===== src/rtl/ram_pkg.sv =====
// Shared types, constants and elaboration-time parameter check for ram_sp_ctrl.
package ram_pkg;

    typedef enum logic {ST_CLEAR, ST_READY} state_t;

    localparam int unsigned RD_LAT_MIN = 1;
    localparam int unsigned RD_LAT_MAX = 2;
    localparam int unsigned LANE_W     = 8;

    function automatic bit params_ok(input int unsigned data_w, input int unsigned addr_w,
                                     input int unsigned depth, input int unsigned rd_lat);
        return (data_w >= LANE_W) && ((data_w % LANE_W) == 0) &&
               (depth >= 1) && (depth <= (32'd1 << addr_w)) &&
               (rd_lat >= RD_LAT_MIN) && (rd_lat <= RD_LAT_MAX);
    endfunction

endpackage


===== src/rtl/ram_sp_ctrl_if.sv =====
// Request/response bundle between a requester (master) and ram_sp_ctrl (slave).
interface ram_sp_ctrl_if #(
    parameter int unsigned DATA_W = 8,
    parameter int unsigned ADDR_W = 4
);
    import ram_pkg::*;

    logic                       req_valid;
    logic                       req_ready;
    logic                       req_wr;
    logic [ADDR_W-1:0]          req_addr;
    logic [DATA_W-1:0]          req_wdata;
    logic [DATA_W/LANE_W-1:0]   req_be;
    logic                       rsp_valid;
    logic [DATA_W-1:0]          rsp_rdata;

    modport master (
        output req_valid, req_wr, req_addr, req_wdata, req_be,
        input  req_ready, rsp_valid, rsp_rdata
    );

    modport slave (
        input  req_valid, req_wr, req_addr, req_wdata, req_be,
        output req_ready, rsp_valid, rsp_rdata
    );

endinterface


===== src/rtl/ram_rd_pipe.sv =====
// Valid/data delay line for read responses; data only advances with its valid bit.
module ram_rd_pipe #(
    parameter int unsigned STAGES = 1,
    parameter int unsigned DATA_W = 8
) (
    input  logic              clk,
    input  logic              rst,
    input  logic              in_valid,
    input  logic [DATA_W-1:0] in_data,
    output logic              out_valid,
    output logic [DATA_W-1:0] out_data
);

    if (STAGES == 0) begin : g_bypass
        logic unused_ok;
        assign unused_ok = ^{clk, rst};
        assign out_valid = in_valid;
        assign out_data  = in_data;
    end else begin : g_pipe
        for (genvar s = 0; s < STAGES; s++) begin : g_stage
            logic              v_in;
            logic [DATA_W-1:0] d_in;
            logic              valid_q;
            logic [DATA_W-1:0] data_q;

            if (s == 0) begin : g_first
                assign v_in = in_valid;
                assign d_in = in_data;
            end else begin : g_next
                assign v_in = g_stage[s-1].valid_q;
                assign d_in = g_stage[s-1].data_q;
            end

            always_ff @(posedge clk) begin
                if (rst) begin
                    valid_q <= 1'b0;
                    data_q  <= '0;
                end else begin
                    valid_q <= v_in;
                    if (v_in) data_q <= d_in;
                end
            end
        end

        assign out_valid = g_stage[STAGES-1].valid_q;
        assign out_data  = g_stage[STAGES-1].data_q;
    end

endmodule


===== src/rtl/ram_sp_ctrl.sv =====
// Single-port synchronous RAM with valid/ready requests, byte-enabled writes,
// RD_LAT of 1 or 2, and an optional zero-fill sequence after reset.
module ram_sp_ctrl
    import ram_pkg::*;
#(
    parameter int unsigned DATA_W       = 8,
    parameter int unsigned ADDR_W       = 4,
    parameter int unsigned DEPTH        = 2**ADDR_W,
    parameter int unsigned RD_LAT       = 1,
    parameter int unsigned CLEAR_ON_RST = 1
) (
    input  logic         clk,
    input  logic         rst,
    ram_sp_ctrl_if.slave bus,
    output logic         busy
);

    localparam int unsigned       LANES      = DATA_W / LANE_W;
    localparam logic [ADDR_W:0]   DEPTH_EXT  = (ADDR_W+1)'(DEPTH);
    localparam logic [ADDR_W-1:0] LAST_ADDR  = ADDR_W'(DEPTH - 1);
    localparam state_t            INIT_STATE = (CLEAR_ON_RST != 0) ? ST_CLEAR : ST_READY;

    if (!params_ok(DATA_W, ADDR_W, DEPTH, RD_LAT)) begin : g_bad_params
        $error("ram_sp_ctrl: illegal DATA_W, DEPTH or RD_LAT");
    end

    state_t            state;
    state_t            state_nx;
    logic [ADDR_W-1:0] clr_cnt;
    logic [DATA_W-1:0] mem [DEPTH];

    logic              accept;
    logic              in_range;
    logic              rd_accept;
    logic [DATA_W-1:0] rd_word;
    logic [DATA_W-1:0] wr_mask;
    logic [DATA_W-1:0] merged;
    logic              s0_valid;
    logic [DATA_W-1:0] s0_data;

    always_ff @(posedge clk) begin
        if (rst) state <= INIT_STATE;
        else     state <= state_nx;
    end

    // Outputs gated by rst so req_ready/busy read 0 while reset is held.
    always_comb begin
        state_nx      = state;
        bus.req_ready = 1'b0;
        busy          = 1'b0;
        case (state)
            ST_CLEAR: begin
                busy = !rst;
                if (clr_cnt == LAST_ADDR) state_nx = ST_READY;
            end
            ST_READY: bus.req_ready = !rst;
            default: ;
        endcase
    end

    always_ff @(posedge clk) begin
        if (rst)                    clr_cnt <= '0;
        else if (state == ST_CLEAR) clr_cnt <= clr_cnt + 1'b1;
    end

    assign accept    = bus.req_valid && bus.req_ready;
    assign rd_accept = accept && !bus.req_wr;
    assign in_range  = {1'b0, bus.req_addr} < DEPTH_EXT;
    assign rd_word   = in_range ? mem[bus.req_addr] : '0;

    for (genvar g = 0; g < LANES; g++) begin : g_lane
        assign wr_mask[g*LANE_W +: LANE_W] = {LANE_W{bus.req_be[g]}};
    end

    // Byte merge is done as a whole-word read-modify-write of the addressed word.
    assign merged = (rd_word & ~wr_mask) | (bus.req_wdata & wr_mask);

    always_ff @(posedge clk) begin
        if (!rst) begin
            if (state == ST_CLEAR)
                mem[clr_cnt] <= '0;
            else if (accept && bus.req_wr && in_range)
                mem[bus.req_addr] <= merged;
        end
    end

    always_ff @(posedge clk) begin
        if (rst) begin
            s0_valid <= 1'b0;
            s0_data  <= '0;
        end else begin
            s0_valid <= rd_accept;
            if (rd_accept) s0_data <= rd_word;
        end
    end

    ram_rd_pipe #(
        .STAGES (RD_LAT - 1),
        .DATA_W (DATA_W)
    ) u_rd_pipe (
        .clk       (clk),
        .rst       (rst),
        .in_valid  (s0_valid),
        .in_data   (s0_data),
        .out_valid (bus.rsp_valid),
        .out_data  (bus.rsp_rdata)
    );

endmodule


===== src/flat_wrapper.sv =====
// flat-port wrapper written by rule: the top's interface ports become plain ports
module ram_sp_ctrl_flat import ram_pkg::*;
#(
    parameter int unsigned DATA_W       = 8,
    parameter int unsigned ADDR_W       = 4,
    parameter int unsigned DEPTH        = 2**ADDR_W,
    parameter int unsigned RD_LAT       = 1,
    parameter int unsigned CLEAR_ON_RST = 1
)
  (clk, rst, busy, bus_req_valid, bus_req_wr, bus_req_addr, bus_req_wdata, bus_req_be, bus_req_ready, bus_rsp_valid, bus_rsp_rdata);
  ram_sp_ctrl_if #(.DATA_W(DATA_W), .ADDR_W(ADDR_W)) bus_i ();
  input  logic clk;
  input  logic rst;
  output logic busy;
  input wire logic [$bits(bus_i.req_valid)-1:0] bus_req_valid;
  input wire logic [$bits(bus_i.req_wr)-1:0] bus_req_wr;
  input wire logic [$bits(bus_i.req_addr)-1:0] bus_req_addr;
  input wire logic [$bits(bus_i.req_wdata)-1:0] bus_req_wdata;
  input wire logic [$bits(bus_i.req_be)-1:0] bus_req_be;
  output wire logic [$bits(bus_i.req_ready)-1:0] bus_req_ready;
  output wire logic [$bits(bus_i.rsp_valid)-1:0] bus_rsp_valid;
  output wire logic [$bits(bus_i.rsp_rdata)-1:0] bus_rsp_rdata;
  assign bus_i.req_valid = bus_req_valid;
  assign bus_i.req_wr = bus_req_wr;
  assign bus_i.req_addr = bus_req_addr;
  assign bus_i.req_wdata = bus_req_wdata;
  assign bus_i.req_be = bus_req_be;
  assign bus_req_ready = bus_i.req_ready;
  assign bus_rsp_valid = bus_i.rsp_valid;
  assign bus_rsp_rdata = bus_i.rsp_rdata;
  ram_sp_ctrl #(.DATA_W(DATA_W), .ADDR_W(ADDR_W), .DEPTH(DEPTH), .RD_LAT(RD_LAT), .CLEAR_ON_RST(CLEAR_ON_RST)) u_core (.clk(clk), .rst(rst), .bus(bus_i), .busy(busy));
endmodule

===== config.mk =====
export PLATFORM = sky130hd
export DESIGN_NAME = ram_sp_ctrl_flat
export DESIGN_NICKNAME = d
export VERILOG_FILES = /design/src/rtl/ram_pkg.sv /design/src/rtl/ram_sp_ctrl_if.sv /design/src/rtl/ram_rd_pipe.sv /design/src/rtl/ram_sp_ctrl.sv /design/src/flat_wrapper.sv
export SDC_FILE = /design/constraint.sdc
export NUM_CORES = 1
export LEC_CHECK = 0
export ABC_CLOCK_PERIOD_IN_PS = 3100
export CORE_AREA = 3 3 134 136
export DETAILED_ROUTE_END_ITERATION = 8
export DIE_AREA = 0 0 137 139
export HOLD_SLACK_MARGIN = 0.15
export SYNTH_ARGS = -nofsm -noshare
export SYNTH_HDL_FRONTEND = slang
export SYNTH_SLANG_ARGS = --single-unit

===== constraint.sdc =====
create_clock -name clk -period 3.1 [get_ports clk]
set_input_delay 0.465 -clock clk [delete_from_list [all_inputs] [get_ports clk]]
set_output_delay 0.465 -clock clk [all_outputs]
set_load 0.01 [all_outputs]

# Word-level counts from Yosys, hierarchy flattened
# Memory sizes are Yosys's and may differ from the RTL's.
# Cells that the tools add are included.
[word_totals]
ff_bits = 14
ramBits = 128
out_inout_bits = 11
wordCells = 31
memories = 1
[memory_table]
columns = ["memory", "depth", "width", "rd", "rd_ports_with_merged_regs", "wr", "line_no", "source"]
rows = [
  ["u_core.mem", 16, 8, 1, 0, 1, "ram_sp_ctrl.sv:30", "logic [DATA_W-1:0] mem [DEPTH];"],
]
[classes]
add_sub_neg = 1
eq_ne = 1
muxes = 14
n_bitwise = 4
reduce_logical = 6
[op_table]
columns = ["operator", "count"]
rows = [
  ["bitwise AND 8 bit", 2],
  ["2-to-1 mux 1 bit", 12],
  ["2-to-1 mux 8 bit", 1],
  ["NOT 8 bit", 1],
  ["OR 8 bit", 1],
  ["OR reduction 8 bit", 1],
  ["adder 4 x 1 -> 4 bit (second input constant)", 1],
  ["equality test 4 bit (second input constant)", 1],
  ["2-to-1 mux 4 bit", 1],
  ["logical AND 1 bit", 3],
  ["logical NOT 1 bit", 2],
]

# Depth between registers and ports, before layout
[logic_depth]
ltp_word = 10
ltp_mapped = 7
depth_no_buf = 4

# Hierarchy
# From an unflattened synthesis, not the netlist that was laid out.
[unflattened]
cells_unflattened = 346
hier_area_um2 = 5926.9
[modules_own_cells]
columns = ["mod", "instances", "cells_each", "area_each_um2", "seq_area_each_um2"]
rows = [
  ["ram_sp_ctrl", 1, 337, 5859.4, 4124.0],
  ["ram_rd_pipe", 1, 9, 67.6, 0.0],
]

# Least setup slack after synthesis
# No wires, ideal clock.
[synth_timing]
path_kind = "input port to flip-flop"
startpoint = "in rst"
endpoint = "mem u_core.mem[10][0], enable pin"
setup_time_ns = 0.370
arrival_ns = 1.769
t_required_ns = 2.730
slack_ns = 0.960
cell_stages = 6
path_buffers = 2
cell_sequence = "buf_4 and4b_1 buf_4 mux2i_1 nand2_1 nor2_1"
[synth_via]
elab_chain_cells = 10
elab_cells_between_ends = 13
[synth_lines]
columns = ["item", "line_no", "source"]
rows = [
  ["from (decl)", "flat_wrapper.sv:13", "input logic rst;"],
  ["logical NOT 1 bit", "ram_sp_ctrl.sv:56", "ST_READY: bus.req_ready = !rst;"],
  ["2-to-1 mux 1 bit", "ram_sp_ctrl.sv:51", "case (state)"],
  ["logical AND 1 bit", "ram_sp_ctrl.sv:66", "assign accept = bus.req_valid && bus.req_ready;"],
  ["logical AND 1 bit", "ram_sp_ctrl.sv:82", "else if (accept && bus.req_wr && in_range)"],
  ["2-to-1 mux 1 bit", "ram_sp_ctrl.sv:82", ""],
  ["2-to-1 mux 1 bit", "ram_sp_ctrl.sv:80", "if (state == ST_CLEAR)"],
  ["2-to-1 mux 1 bit", "ram_sp_ctrl.sv:79", "if (!rst) begin"],
  ["2-to-1 mux 1 bit (implied by the code)", "ram_sp_ctrl.sv:83", "mem[bus.req_addr] <= merged;"],
  ["OR reduction 8 bit (no line)", "-", ""],
  ["2-to-1 mux 4 bit (no line) / 2-to-1 mux 1 bit (equally long branches)", "-", ""],
  ["to (decl)", "ram_sp_ctrl.sv:30", ""],
]
# Parallel ways exist; a longest one is shown, timed or not.

# Final worst setup path
[layout_timing]
startpoint = "in bus_req_addr[1]"
endpoint = "mem u_core.mem[7][5] (data pin)"
[layout_via]
elab_chain_cells = 4
[layout_lines]
columns = ["item", "line_no", "source"]
rows = [
  ["from (decl)", "flat_wrapper.sv:17", "input wire logic [$bits(bus_i.req_addr)-1:0] bus_req_addr;"],
  ["memory (16 x 8 bit)", "-", ""],
  ["bitwise AND 8 bit", "ram_sp_ctrl.sv:76", "assign merged = (rd_word & ~wr_mask) | (bus.req_wdata & wr_mask);"],
  ["OR 8 bit", "ram_sp_ctrl.sv:76", ""],
  ["2-to-1 mux 8 bit (no line)", "-", ""],
]
# No other way between the ends.

==> flow_summary.ini <==
[outcome]
status = finished clean

[routing]
first_pass_iters = 4
ant_nets = 0
drc = 0
finalWirelength_mm = 12.74
wl_per_cell_um = 19.90
vias_per_cell = 5.213
drt-initial-drc-count = 213
vias = 3336

[setup_path]
end_kind = flop
ff2ff_path_depth = 5
worst-setup-path-type = input pin to flop
r2r_slack_ps = 630
r2r_end = u_core.mem[6][1]
start_kind = input pin
critPathRequiredTime_ps = 3150
regToRegStartpoint = u_core.state
cp.arrival_ps = 2810
cpLargestDelayFamily = compound AO/OA/AOI/OAI gates
slowest_stage = o21ai_1
cp_cell_sequence = clkdlybuf4s50_1 > buf_12 > buf_4 > mux4_2 > mux2i_1 > o2bb2ai_2 > o21ai_1
slowest_delay_ps = 890
crit_fanout = 16
critical_path_buf_inv_count = 3

[yosys]
synth.net_count = 346
synth_commonest_cells = edfxtp_1, mux2i_1, mux4_2, nor2_1, dfxtp_1
yosysTopAreaCellShare_pct = 65.29
syn_area_mm2 = 0.005887
synth_top_area_cell = edfxtp_1
synth_cell_types = 37
synth_cells = 328
ys_seq_area_share_pct = 70.05
ys_warn_count = 0
synth_edf_count = 128
synthTopCellsByArea = edfxtp_1, mux4_2, dfxtp_1
yosysMostFrequentCell = edfxtp_1
async_flop_share_pct = 0
avgSynthCellArea_um2 = 17.95
synth-seq-cells = 142
ys.flop_type = edfxtp_1

[place]
dp_slack_ps = -112.0
dp_hpwl_mm = 8.816
placed_cell_area_mm2 = 0.006669
io_buffers = 27
gp_congestion = 0.7959

[grt]
grt_max_degree = 22
antenna_found_initial = 0
grt_use_total_pct = 14.06
grt_pass1_vias = 3451
grt_pass1_wl_mm = 19.76
gr-total-overflow = 0

[timing]
rsz0062_at_grt = false
final-max-slew-violation-count = 0
relSlewSlack_pct = 20.85
whs_ps = 561.7
hold_viol_final = 0
tightest_slew_ps = 1179
worst_slack_ps = 345.1
finClkSkew_ps = 16.80
fin_crit_ps = 2755
setup-violations-final = 0
post-route-period-util_pct = 88.87
fmax_mhz = 363.0

[hold_path]
holdPathStages = 2
hp-class = flop to flop
hold_start = u_core.clr_cnt[3]
hold_end = u_core.state

[finish]
fin_area_mm2 = 0.007274
synthToLayoutAreaGrowth_pct = 23.57
diodes = 0
finalNetCount = 420
drive_above_1_share_pct = 28.92

[floorplanning]
start_util_pct = 34.51
die-area_mm2 = 0.01904
fp.dieH_um = 139
ioPinCount = 28
row_count = 48
die_width_um = 137
core-area_mm2 = 0.01706

[clock_tree]
cts_buffers = 17
cts_tree = yes
clock_latency_ps = 420
postCtsResizedCells = 0
ctsHoldBuffers = 0
cts-root-buf = clkbuf_16
numClockSinks = 142
ctsHtreeMaxLevel = 4
clk_pin_slew_worst_paths_ps = 60
postCtsSetupBuffers = 0
clock_path_buffers = 2

[power_and_ir_drop]
irDropWorstVdd_mv = 0.3322
p_leak_nw = 2.625
powerDensity_mw_per_mm2 = 603.5

[flow_run]
max_cap_violations = 0
==> area by class of cell <==
cell class | instances | area [um^2]
Clock buffer | 20 | 436.7
Clock inverter | 12 | 168.9
Fill cell | 1490 | 9782
Inverter | 3 | 11.26
Multi-Input combinational cell | 163 | 1614
Sequential cell | 142 | 4124
Tap cell | 225 | 281.5
Timing Repair Buffer | 75 | 638.1
==> tightest hold or removal path: stages, from the launching register on <==
cell,delay [ps]
dfxtp_1,340
a31oi_1,130
nor2_1,40
==> flip-flops by register name, indices dropped and copies added (netlist names) <==
register         flops
u_core.clr_cnt       4
u_core.mem         128
u_core.s0_data       8
u_core.s0_valid      1
u_core.state         1
==> power by group <==
part	switching, mW	internal (mW)
combinational	0.114	0.103
clock	0.744	1.34
sequential	0.00990	2.08
total	0.867	3.52
==> metrics by stage <==
step / power (mW) / utilization [%] / std cells / TNS (ps)
CTS: 4.431 / 42.65 / 640 / 0
global placement: 2.348 / 39.10 / 608 / -1046
global route: 4.545 / 42.65 / 640 / 0
detailed placement: 2.351 / 39.10 / 608 / -1774
finish: 4.390 / 42.65 / 640 / 0
floorplan: 2.262 / - / 328 / 0
==> metal layers <==
| metal | wire length (um) | track usage [%] | up-vias |
|---|---|---|---|
| met1 | 5449 | 17.94 | 1718 |
| met2 | 6418 | 22.51 | 111 |
| met5 | 0 | 0 | - |
| met3 | 609 | 3.882 | 25 |
| li1 | - | - | 1482 |
| met4 | 262 | 5.882 | 0 |
==> cells by family (layout without fill, tap and decap cells) <==
kind of cell,count (synthesis),in the layout,share of synthesized area (%)
simple gates,53,53,4.442
flops,142,142,70.05
fa+ha+maj,1,1,0.2125
mux,51,51,13.86
xor+xnor,3,3,0.4464
buf+inv,23,110,2.529
compound gates,55,55,8.459
==> cell usage in the layout (no fill, tap or decap), drive strengths merged, types with 4 or more instances in the layout <==
cell             n
o21ai            8
a31oi            5
clkdlybuf4s50   26
a221oi           8
mux2i           26
nor2            23
a221o            8
a211oi           8
bufinv           4
nand2           13
a21oi           10
edfxtp         128
o2bb2ai          8
mux4            24
dfxtp           14
buf             49
clkbuf          20
clkinv           5
==> worst max path at each step <==
stage / start / endpoint / cells past startpoint
finish: bus_req_addr[1] / u_core.mem[7][5] / 7
global route: bus_req_addr[1] / u_core.mem[3][5] / 7
CTS: bus_req_addr[1] / u_core.mem[6][5] / 7
detailed placement: bus_req_addr[1] / u_core.mem[15][5] / 7
global placement: bus_req_addr[1] / u_core.mem[15][5] / 7
floorplan: rst / u_core.mem[10][0] / 6
(Power assumes the default switching activity.)
